File: src/rtl/buffer_reader_if.sv
// Signal bundle between buffer_reader, the word buffer read port, the
// transfer requester and the downstream valid/ready consumer.
interface buffer_reader_if #(
    parameter int unsigned WWORD = 32,
    parameter int unsigned AW    = 12
);
    logic             start;
    logic [AW-1:0]    base;
    logic [AW-1:0]    len;
    logic             busy;
    logic             done;
    logic             err;
    logic [AW-1:0]    mem_a;
    logic             mem_cen;
    logic [WWORD-1:0] mem_q;
    logic [WWORD-1:0] out_data;
    logic             out_valid;
    logic             out_ready;

    modport master (
        input  start, base, len, mem_q, out_ready,
        output busy, done, err, mem_a, mem_cen, out_data, out_valid
    );

    modport slave (
        output start, base, len, mem_q, out_ready,
        input  busy, done, err, mem_a, mem_cen, out_data, out_valid
    );
endinterface

File: src/rtl/buffer_reader.sv
// Streams a circular window of words out of the on-chip buffer, hiding the
// buffer's one-cycle read latency behind a 2-entry return FIFO.
module buffer_reader #(
    parameter int unsigned WWORD = 32,
    parameter int unsigned DEPTH = 24,
    parameter int unsigned AW    = 12
) (
    input  logic             clk,
    input  logic             rstn,
    buffer_reader_if.master  bus
);

    localparam logic [AW-1:0] DEPTH_A = AW'(DEPTH);
    localparam logic [AW-1:0] LAST_A  = AW'(DEPTH - 1);

    typedef enum logic [1:0] {
        IDLE  = 2'd0,
        RUN   = 2'd1,
        DRAIN = 2'd2
    } state_t;

    state_t           state;
    state_t           state_nxt;

    logic [AW-1:0]    addr;
    logic [AW-1:0]    issue_left;
    logic [AW-1:0]    beat_left;
    logic             inflight;
    logic [1:0]       fifo_count;
    logic [WWORD-1:0] fifo_q0;
    logic [WWORD-1:0] fifo_q1;

    logic             busy_q;
    logic             done_q;
    logic             err_q;
    logic             busy_nxt;
    logic             done_nxt;
    logic             err_nxt;

    logic             issue;
    logic             accept;
    logic             pop;
    logic             push;
    logic [2:0]       occ;

    assign pop  = (fifo_count != 2'd0) && bus.out_ready;
    assign push = inflight;
    // Occupancy seen by the issue rule: buffered plus in flight, after this cycle's pop.
    assign occ  = 3'(fifo_count) + 3'(inflight) - 3'(pop);

    // State register.
    always_ff @(posedge clk or negedge rstn) begin
        if (!rstn) begin
            state <= IDLE;
        end else begin
            state <= state_nxt;
        end
    end

    // Next state, read issue and status pulses.
    always_comb begin
        state_nxt = state;
        busy_nxt  = busy_q;
        done_nxt  = 1'b0;
        err_nxt   = 1'b0;
        issue     = 1'b0;
        accept    = 1'b0;
        case (state)
            IDLE: begin
                if (bus.start) begin
                    if ((bus.base >= DEPTH_A) || (bus.len > DEPTH_A)) begin
                        err_nxt = 1'b1;
                    end else if (bus.len == '0) begin
                        done_nxt = 1'b1;
                    end else begin
                        accept    = 1'b1;
                        busy_nxt  = 1'b1;
                        state_nxt = RUN;
                    end
                end
            end
            RUN: begin
                if (occ < 3'd2) begin
                    issue = 1'b1;
                    if (issue_left == AW'(1)) begin
                        state_nxt = DRAIN;
                    end
                end
            end
            DRAIN: begin
                if (pop && (beat_left == AW'(1))) begin
                    state_nxt = IDLE;
                    busy_nxt  = 1'b0;
                    done_nxt  = 1'b1;
                end
            end
            default: begin
                state_nxt = IDLE;
            end
        endcase
    end

    // Status flags.
    always_ff @(posedge clk or negedge rstn) begin
        if (!rstn) begin
            busy_q <= 1'b0;
            done_q <= 1'b0;
            err_q  <= 1'b0;
        end else begin
            busy_q <= busy_nxt;
            done_q <= done_nxt;
            err_q  <= err_nxt;
        end
    end

    // Address walk and transfer counters; addr stays on the last issued address.
    always_ff @(posedge clk or negedge rstn) begin
        if (!rstn) begin
            addr       <= '0;
            issue_left <= '0;
            beat_left  <= '0;
            inflight   <= 1'b0;
        end else begin
            inflight <= issue;
            if (accept) begin
                addr       <= bus.base;
                issue_left <= bus.len;
                beat_left  <= bus.len;
            end else begin
                if (issue) begin
                    issue_left <= issue_left - AW'(1);
                    if (issue_left != AW'(1)) begin
                        addr <= (addr == LAST_A) ? '0 : addr + AW'(1);
                    end
                end
                if (pop) begin
                    beat_left <= beat_left - AW'(1);
                end
            end
        end
    end

    // Return FIFO: fifo_q0 is always the head, so out_data comes straight from a flop.
    always_ff @(posedge clk or negedge rstn) begin
        if (!rstn) begin
            fifo_count <= 2'd0;
            fifo_q0    <= '0;
            fifo_q1    <= '0;
        end else begin
            case ({push, pop})
                2'b10: begin
                    if (fifo_count == 2'd0) begin
                        fifo_q0 <= bus.mem_q;
                    end else begin
                        fifo_q1 <= bus.mem_q;
                    end
                    fifo_count <= fifo_count + 2'd1;
                end
                2'b01: begin
                    fifo_q0    <= fifo_q1;
                    fifo_count <= fifo_count - 2'd1;
                end
                2'b11: begin
                    if (fifo_count == 2'd1) begin
                        fifo_q0 <= bus.mem_q;
                    end else begin
                        fifo_q0 <= fifo_q1;
                        fifo_q1 <= bus.mem_q;
                    end
                end
                default: begin
                end
            endcase
        end
    end

    assign bus.mem_cen   = ~issue;
    assign bus.mem_a     = addr;
    assign bus.out_valid = (fifo_count != 2'd0);
    assign bus.out_data  = fifo_q0;
    assign bus.busy      = busy_q;
    assign bus.done      = done_q;
    assign bus.err       = err_q;

    a_fifo_bound : assert property (@(posedge clk) disable iff (!rstn) fifo_count <= 2'd2);
    a_addr_range : assert property (@(posedge clk) disable iff (!rstn) !issue || (addr < DEPTH_A));

endmodule
File: src/flat_wrapper.sv
// flat-port wrapper written by rule: the top's interface ports become plain ports
module buffer_reader_flat 
#(
    parameter int unsigned WWORD = 32,
    parameter int unsigned DEPTH = 24,
    parameter int unsigned AW    = 12
)
  (clk, rstn, bus_start, bus_base, bus_len, bus_mem_q, bus_out_ready, bus_busy, bus_done, bus_err, bus_mem_a, bus_mem_cen, bus_out_data, bus_out_valid);
  buffer_reader_if #(.WWORD(WWORD), .AW(AW)) bus_i ();
  input  logic clk;
  input  logic rstn;
  input wire logic [$bits(bus_i.start)-1:0] bus_start;
  input wire logic [$bits(bus_i.base)-1:0] bus_base;
  input wire logic [$bits(bus_i.len)-1:0] bus_len;
  input wire logic [$bits(bus_i.mem_q)-1:0] bus_mem_q;
  input wire logic [$bits(bus_i.out_ready)-1:0] bus_out_ready;
  output wire logic [$bits(bus_i.busy)-1:0] bus_busy;
  output wire logic [$bits(bus_i.done)-1:0] bus_done;
  output wire logic [$bits(bus_i.err)-1:0] bus_err;
  output wire logic [$bits(bus_i.mem_a)-1:0] bus_mem_a;
  output wire logic [$bits(bus_i.mem_cen)-1:0] bus_mem_cen;
  output wire logic [$bits(bus_i.out_data)-1:0] bus_out_data;
  output wire logic [$bits(bus_i.out_valid)-1:0] bus_out_valid;
  assign bus_i.start = bus_start;
  assign bus_i.base = bus_base;
  assign bus_i.len = bus_len;
  assign bus_i.mem_q = bus_mem_q;
  assign bus_i.out_ready = bus_out_ready;
  assign bus_busy = bus_i.busy;
  assign bus_done = bus_i.done;
  assign bus_err = bus_i.err;
  assign bus_mem_a = bus_i.mem_a;
  assign bus_mem_cen = bus_i.mem_cen;
  assign bus_out_data = bus_i.out_data;
  assign bus_out_valid = bus_i.out_valid;
  buffer_reader #(.WWORD(WWORD), .DEPTH(DEPTH), .AW(AW)) u_core (.clk(clk), .rstn(rstn), .bus(bus_i));
endmodule
File: config.mk
export PLATFORM = sky130hd
export DESIGN_NAME = buffer_reader_flat
export DESIGN_NICKNAME = d
export VERILOG_FILES = /design/src/rtl/buffer_reader_if.sv /design/src/rtl/buffer_reader.sv /design/src/flat_wrapper.sv
export SDC_FILE = /design/constraint.sdc
export NUM_CORES = 1
export LEC_CHECK = 0
export CORE_MARGIN = 2
export CORE_UTILIZATION = 55
export DETAILED_ROUTE_END_ITERATION = 12
export GPL_TIMING_DRIVEN = 1
export PLACE_DENSITY = 0.85
export RECOVER_POWER = 100
export SYNTH_ARGS = -nofsm -noshare
export SYNTH_HDL_FRONTEND = slang
export SYNTH_SLANG_ARGS = --single-unit
File: constraint.sdc
create_clock -name clk -period 9 [get_ports clk]
set_input_delay 1.8 -clock clk [delete_from_list [all_inputs] [get_ports clk]]
set_output_delay 1.8 -clock clk [all_outputs]
set_load 0.02 [all_outputs]
==> results by group, run 1 <==
Status
  – Status: complete, but fails checks
  – Failing checks: capacitance limit, slew limit

Routing
  – Routed wire length: 11.3 mm
  – Via Count: 3970
  – Routed len/inst: 16.1 um
  – Drt via density: ~5.7
  – Pre-Repair DR Iteration Count: 4
  – DRC viols: 0
  – Violation count after the first detailed-route iteration: 142
  – Antenna-violating nets left: 0

Timing
  – Fmax: about 150 MHz
  – Final setup fails: 0
  – Least-Margin Pin Slew: 3.89 ns
  – Max_slew headroom: -159%
  – Fin Clk Skew: 0.0204 ns
  – Period utilisation layout: 74.3%
  – Final Critical Period: 6.69 ns
  – RSZ-0062 raised after global routing: no
  – Setup TNS: 0 ns
  – Fin. Hold Viols: 0
  – Pins Over Slew Limit: 218

Die
  – Die W: 101 um
  – Initial Util: 56.3%
  – Die Area: 0.0102 sq mm
  – CORE AREA: 0.00915 sq mm
  – Die Ht: 101 um
  – Site Rows: 35
  – Boundary pin count: 109

Synth
  – Syn avg cell area: 10.7 sq um
  – Mapped Cells: 483
  – Ys Warns: 0
  – Synth cell types: 50
  – Dominant synthesized flop cell: dfrtp_1
  – FF+latch count, synth: 108
  – Post-synth EDFFs: 0
  – Post-synthesis sequential area ratio: 52.5%
  – Mapped Area: 0.00515 sq mm
  – Syn_nets: 551
  – Ys async rst share: 100%

Worst setup path
  – Worst path arrival time: slightly below 5 ns
  – Critical Path Sink Type: primary output
  – Setup crit start: bus_out_ready
  – Critical path class: primary input to primary output
  – Worst Path Max Fanout: 7
  – Data required, critical path: 7.20 ns
  – Worst setup SP type: primary input
  – FF-to-FF Start: u_core.fifo_count[1]$_DFFE_PN0N_
  – R2r endpoint: u_core.bus.mem_a[11]$_DFFE_PN0P_
  – Flop2flop setup slack: ~5 ns
  – Cells on worst reg2reg path: 12

Worst hold path
  – Hold Path End: u_core.bus.out_data[2]$_DFFE_PN0P_
  – Hold_sp: u_core.bus.out_data[2]$_DFFE_PN0P_
  – WHS Path Cells: 2
  – HP Class: register to register

Cells and area
  – Commonest non-fill, non-tap cells in the layout: 108 x dfrtp_1, 59 x nand2_1, 56 x clkdlybuf4s50_1
  – Final nets: 650
  – Commonest non-fill, non-tap cell in the layout: dfrtp_1
  – P&R area growth vs syn: 26.2%
  – Final instance area: 0.00650 sq mm
  – Layout cell share with drive strength beyond 1: 9.37%
  – Fillers: 667
  – ANT cells: 0

Clocking
  – H-tree levels: 3
  – Post-cts sizing count: 0
  – Postcts setup bufs: 0
  – Worst-path clk slew: 0.11 ns
  – Sinks on Clock Net: 108
  – Root Driver: clkbuf_8
  – CTS hold repair buffers: 0
  – CTS tree: yes
  – TritonCTS Buffers: 9
  – Clk_lat worst skew: 0.37 ns
  – Max clock buf depth: 2

Pwr
  – Pleak: 3.06 nW
  – Power Density: 231 mW/mm^2
  – Worst ir drop on vdd: 0.0998 mV

Place
  – GP Congestion: 0.868
  – # port buffers: 108
  – Area of placed instances: 0.00632 sq mm
  – Placed wire-length estimate: between 7 and 8 mm

Global routing
  – Largest net degree at the start of global routing: 76
  – Number of global-route vias before repair: between 3000 and 4000
  – Initial antenna violation count: 0
  – First-pass GRT wire length: 18.7 mm
  – Global-route total usage across every layer: 23.0%
  – Total grt overflow: 0

Run
  – Max capacitance violation total: 5
## synth_stat cells (all sizes together), types with 3 or more instances
master  number  share of area [%]
dfrtp      108                 52
inv         13               0.95
nor2b        4               0.49
nand2       59                4.3
ha           7                1.7
nor4b        4               0.97
a221o        3               0.58
clkbuf      13               0.95
mux2i       33                6.4
o211ai       3               0.44
and3         7               0.85
nor4         7               0.97
nand3b       6                1.1
nor2        32                2.3
a21oi       15                1.5
and4         3               0.53
nand2b       4               0.49
nand4        4               0.49
xnor2       10                1.7
a31oi        3               0.36
nor3        12                1.2
o21ai       48                4.7
or3          3               0.39
buf         11                1.1
xor2        10                1.7
nand3       10               0.97
mux2        33                7.2
or4          3               0.51
## critical path: stages
cell and delay, ns:
dlygate4sd3_1 0.58, nor2b_1 0.54, xnor2_1 0.18, nand2b_1 0.19, fa_1 0.46, and3b_1 0.21, nand2_1 0.21, dlygate4sd3_1 0.71
## registers in the layout (all words and copies together) (netlist names)
register / count
u_core.inflight: 1
u_core.state: 2
u_core.bus.mem_a: 12
u_core.beat_left: 12
u_core.bus.busy: 1
u_core.bus.err: 1
u_core.bus.done: 1
u_core.bus.out_data: 32
u_core.fifo_q1: 32
u_core.issue_left: 12
u_core.fifo_count: 2
## cell type report
cell class | count | area [sq um] | area share [%]
inverter | 13 | 48.8 | 0.751
timing repair buffer | 112 | 1090 | 16.8
clock inverter | 7 | 81.3 | 1.25
clock buffer | 9 | 124 | 1.91
multi-input combinational | 338 | 2310 | 35.6
sequential | 108 | 2700 | 41.6
tap | 111 | 139 | 2.14
## cells by family (layout without fill, tap and decap cells)
logic type	Yosys count	after routing	synth area share [%]
AND/OR/NAND/NOR	163	163	16.4
XOR/XNOR	20	20	3.40
buffers and inverters	37	141	3.01
AO/OA/AOI/OAI	81	81	8.99
adder cells (fa/ha/maj)	8	8	2.09
multiplexers	66	66	13.6
flip-flops	108	108	52.5
## per-layer routing
| metal | track usage (%) | part of all wire (%) | vias to the layer above |
|---|---|---|---|
| met5 | 0 | 0 | - |
| met4 | 7.06 | 1.4 | 0 |
| met3 | 3.88 | 4.9 | 14 |
| met2 | 37.6 | 48 | 125 |
| met1 | 31.6 | 46 | 1934 |
| li1 | - | - | 1897 |
## through the flow
step | hold WS [ns] | instances | setup slack [ns] | power, mW | utilization [%]
2_1_floorplan | 0.438 | 483 | 3.90 | 0.980 | -
3_3_place_gp | 0.461 | 682 | 2.53 | 1.21 | 69.0
3_5_place_dp | 0.470 | 682 | 2.46 | 1.24 | 69.0
4_1_cts | 0.494 | 698 | 2.45 | 1.54 | 71.3
5_1_grt | 0.508 | 698 | 1.50 | 1.60 | 71.0
6_report | 0.484 | 698 | 2.31 | 1.50 | 71.0
## how the worst max path moves through the flow
| stage | end | slack (ns) | cells after the start |
|---|---|---|---|
| 2_1_floorplan | bus_mem_cen | 3.90 | 7 |
| 3_3_place_gp | bus_mem_cen | 2.53 | 8 |
| 3_5_place_dp | bus_mem_cen | 2.46 | 8 |
| 4_1_cts | bus_mem_cen | 2.45 | 8 |
| 5_1_grt | u_core.issue_left[5]$_DFFE_PN0P_ | 1.50 | 2 |
| 6_report | bus_mem_cen | 2.31 | 8 |
## power by group
group	switching (mW)	leakage, nW	internal, mW	total (mW)
clock network	0.172	0.0997	0.133	0.306
registers	0.0713	1.44	0.590	0.661
logic	0.295	1.52	0.240	0.535
total	0.539	3.06	0.963	1.50
Power figures use the tool's default switching activity.
==> inputs of run 2 (changes only) <==
--- a/config.mk
+++ b/config.mk
@@ -6,10 +6,10 @@
 export NUM_CORES = 1
 export LEC_CHECK = 0
 export CORE_MARGIN = 2
-export CORE_UTILIZATION = 55
+export CORE_UTILIZATION = 51
 export DETAILED_ROUTE_END_ITERATION = 12
 export GPL_TIMING_DRIVEN = 1
-export PLACE_DENSITY = 0.85
+export PLACE_DENSITY = 0.8
 export RECOVER_POWER = 100
 export SYNTH_ARGS = -nofsm -noshare
 export SYNTH_HDL_FRONTEND = slang
==> constraint.sdc (replaced) <==
create_clock -name clk -period 6.8 [get_ports clk]
set_input_delay 1.36 -clock clk [delete_from_list [all_inputs] [get_ports clk]]
set_output_delay 1.36 -clock clk [all_outputs]
set_load 0.02 [all_outputs]
==> run 2 against run 1 <==
The run still ends with capacitance limit, slew limit left. First-iteration DRC count up 54%. Core utilization down 4.3 points. Clock power up 28%. Critical path depth unchanged. Cell count up 3.3%. Die area up 7.5%. Non-clock buffer count unchanged. Register-to-register slack worse by 2.1 ns. Sequential share of layout area down 0.16 points. Critical endpoint unchanged. Largest power group unchanged. Highest routed layer unchanged.
==> results by group, run 2 (synthesis results as in run 1) <==
Clocking
  – Max clock buf depth: 2
  – Root Driver: clkbuf_8
  – Postcts setup bufs: 0
  – TritonCTS Buffers: 9
  – H-tree levels: 3
  – Clk_lat worst skew: 0.37 ns
  – Post-cts sizing count: 0
  – Worst-path clk slew: 0.10 ns
  – CTS hold repair buffers: 0
  – CTS tree: yes
  – Sinks on Clock Net: 108

Die
  – Die W: between 100 and 150 um
  – Initial Util: 52.7%
  – CORE AREA: a little under 0.01 sq mm
  – Site Rows: 36
  – Die Ht: 105 um
  – Boundary pin count: between 100 and 150
  – Die Area: 0.0109 sq mm

Timing
  – Setup TNS: 0 ns
  – Final Critical Period: 5.75 ns
  – Period utilisation layout: between 80% and 90%
  – Fin Clk Skew: 0.0107 ns
  – RSZ-0062 raised after global routing: no
  – Pins Over Slew Limit: 170
  – Final setup fails: 0
  – Fin. Hold Viols: 0
  – Fmax: 174 MHz
  – Max_slew headroom: -111%
  – Least-Margin Pin Slew: 3.16 ns
  – Hold_ws: between 0.4 and 0.5 ns

Worst hold path
  – HP Class: register to register

Pwr
  – Power Density: 302 mW/mm^2
  – Combinational share of power: 35.8%
  – Pleak: between 3 and 4 nW
  – Clock power share: between 10% and 20%
  – Sequential share of power: 44.3%
  – Sw Share: 35.5%
  – Worst ir drop on vdd: roughly 0.13 mV
  – Pint: 1.27 mW
  – Sw Pwr: around 0.7 mW

Routing
  – DRC viols: 0
  – Antenna-violating nets left: 0
  – Routed wire length: between 10 and 15 mm
  – Violation count after the first detailed-route iteration: 219
  – Drt via density: around 5.5
  – Pre-Repair DR Iteration Count: 5
  – Via Count: between 3000 and 4000
  – Routed len/inst: ~15 um

Status
  – Failing checks: capacitance limit, slew limit
  – Status: complete, but fails checks

Global routing
  – Global-route total usage across every layer: approximately a fifth
  – Initial antenna violation count: 1
  – Largest net degree at the start of global routing: 63
  – Total grt overflow: 0
  – Number of global-route vias before repair: 3893
  – First-pass GRT wire length: 18.7 mm

Worst setup path
  – Data required, critical path: 5.44 ns
  – Worst setup SP type: primary input
  – Critical Path Sink Type: primary output
  – Critical path class: primary input to primary output
  – Worst path arrival time: 4.39 ns
  – Worst Path Max Fanout: 7

Place
  – Placed wire-length estimate: 7.80 mm
  – GP Congestion: approximately 0.86
  – # port buffers: 108

Cells and area
  – Fillers: 768
  – Layout cell share with drive strength beyond 1: 9.54%
  – Final nets: 650
  – Commonest non-fill, non-tap cells in the layout: 108 x dfrtp_1, 59 x nand2_1, 56 x clkdlybuf4s50_1
  – P&R area growth vs syn: 26.7%
  – Commonest non-fill, non-tap cell in the layout: dfrtp_1

Run
  – Max capacitance violation total: 4
run 2: worst max-delay path: stages:
cell and delay [ns]:
dlygate4sd3_1 0.58, nor2b_1 0.50, xnor2_1 0.17, nand2b_1 0.19, fa_1 0.45, and3b_1 0.21
nand2_1 0.22, dlygate4sd3_1 0.72
run 2: area by class of cell:
cell class	instances	area [sq um]	share of cell area (%)
well taps	133	166	2.55
flip-flops and latches	108	2700	41.4
repair buffers	112	1090	16.8
clock buffers	9	124	1.90
multi-input cells	338	2310	35.4
diodes	1	2.50	0.0383
inverters	13	48.8	0.748
clock inverters	7	75.1	1.15
run 2: metrics by stage:
step / std cells / utilization [%] / cell area [sq um] / power [mW] / worst slack [ns]
after detailed placement: 704 / 64.9 / 6340 / 1.63 / 1.15
after global placement: 704 / 64.9 / 6340 / 1.61 / 1.20
final: 721 / 66.8 / 6530 / 1.97 / 1.05
after CTS: 720 / 66.9 / 6540 / 2.02 / 1.12
after global routing: 720 / 66.7 / 6520 / 2.09 / 0.841
after floorplan: 483 / - / 5150 / 1.30 / 2.58
run 2: metal layers:
layer	global-route usage, %	part of all wire (%)
met1	28.1	45
met2	34.0	48
met3	4.26	6.1
met4	7.14	1.3
met5	0	0
run 2: power by group through the flow:
| stage | logic (mW) | clock network, mW | registers (mW) |
|---|---|---|---|
| global placement | 0.725 | 0 | 0.883 |
| finish | 0.704 | 0.391 | 0.873 |
| detailed placement | 0.742 | 0 | 0.891 |
| CTS | 0.745 | 0.400 | 0.877 |
| global route | 0.773 | 0.425 | 0.894 |
| floorplan | 0.301 | 0 | 0.996 |
run 2: path summary, 6_finish.rpt:
kind	from	to	slack, ns	cells after the start
max	bus_out_ready	bus_mem_cen	1.05	8
min	u_core.bus.out_data[26]$_DFFE_PN0P_	u_core.bus.out_data[26]$_DFFE_PN0P_	0.48	2
max reg2reg	u_core.fifo_count[1]$_DFFE_PN0N_	u_core.bus.mem_a[11]$_DFFE_PN0P_	2.93	12
min reg2reg	u_core.bus.out_data[26]$_DFFE_PN0P_	u_core.bus.out_data[26]$_DFFE_PN0P_	0.48	2
max in group asynchronous	rstn	u_core.issue_left[6]$_DFFE_PN0P_	2.35	2
min in group asynchronous	rstn	u_core.bus.out_data[11]$_DFFE_PN0P_	2.02	1
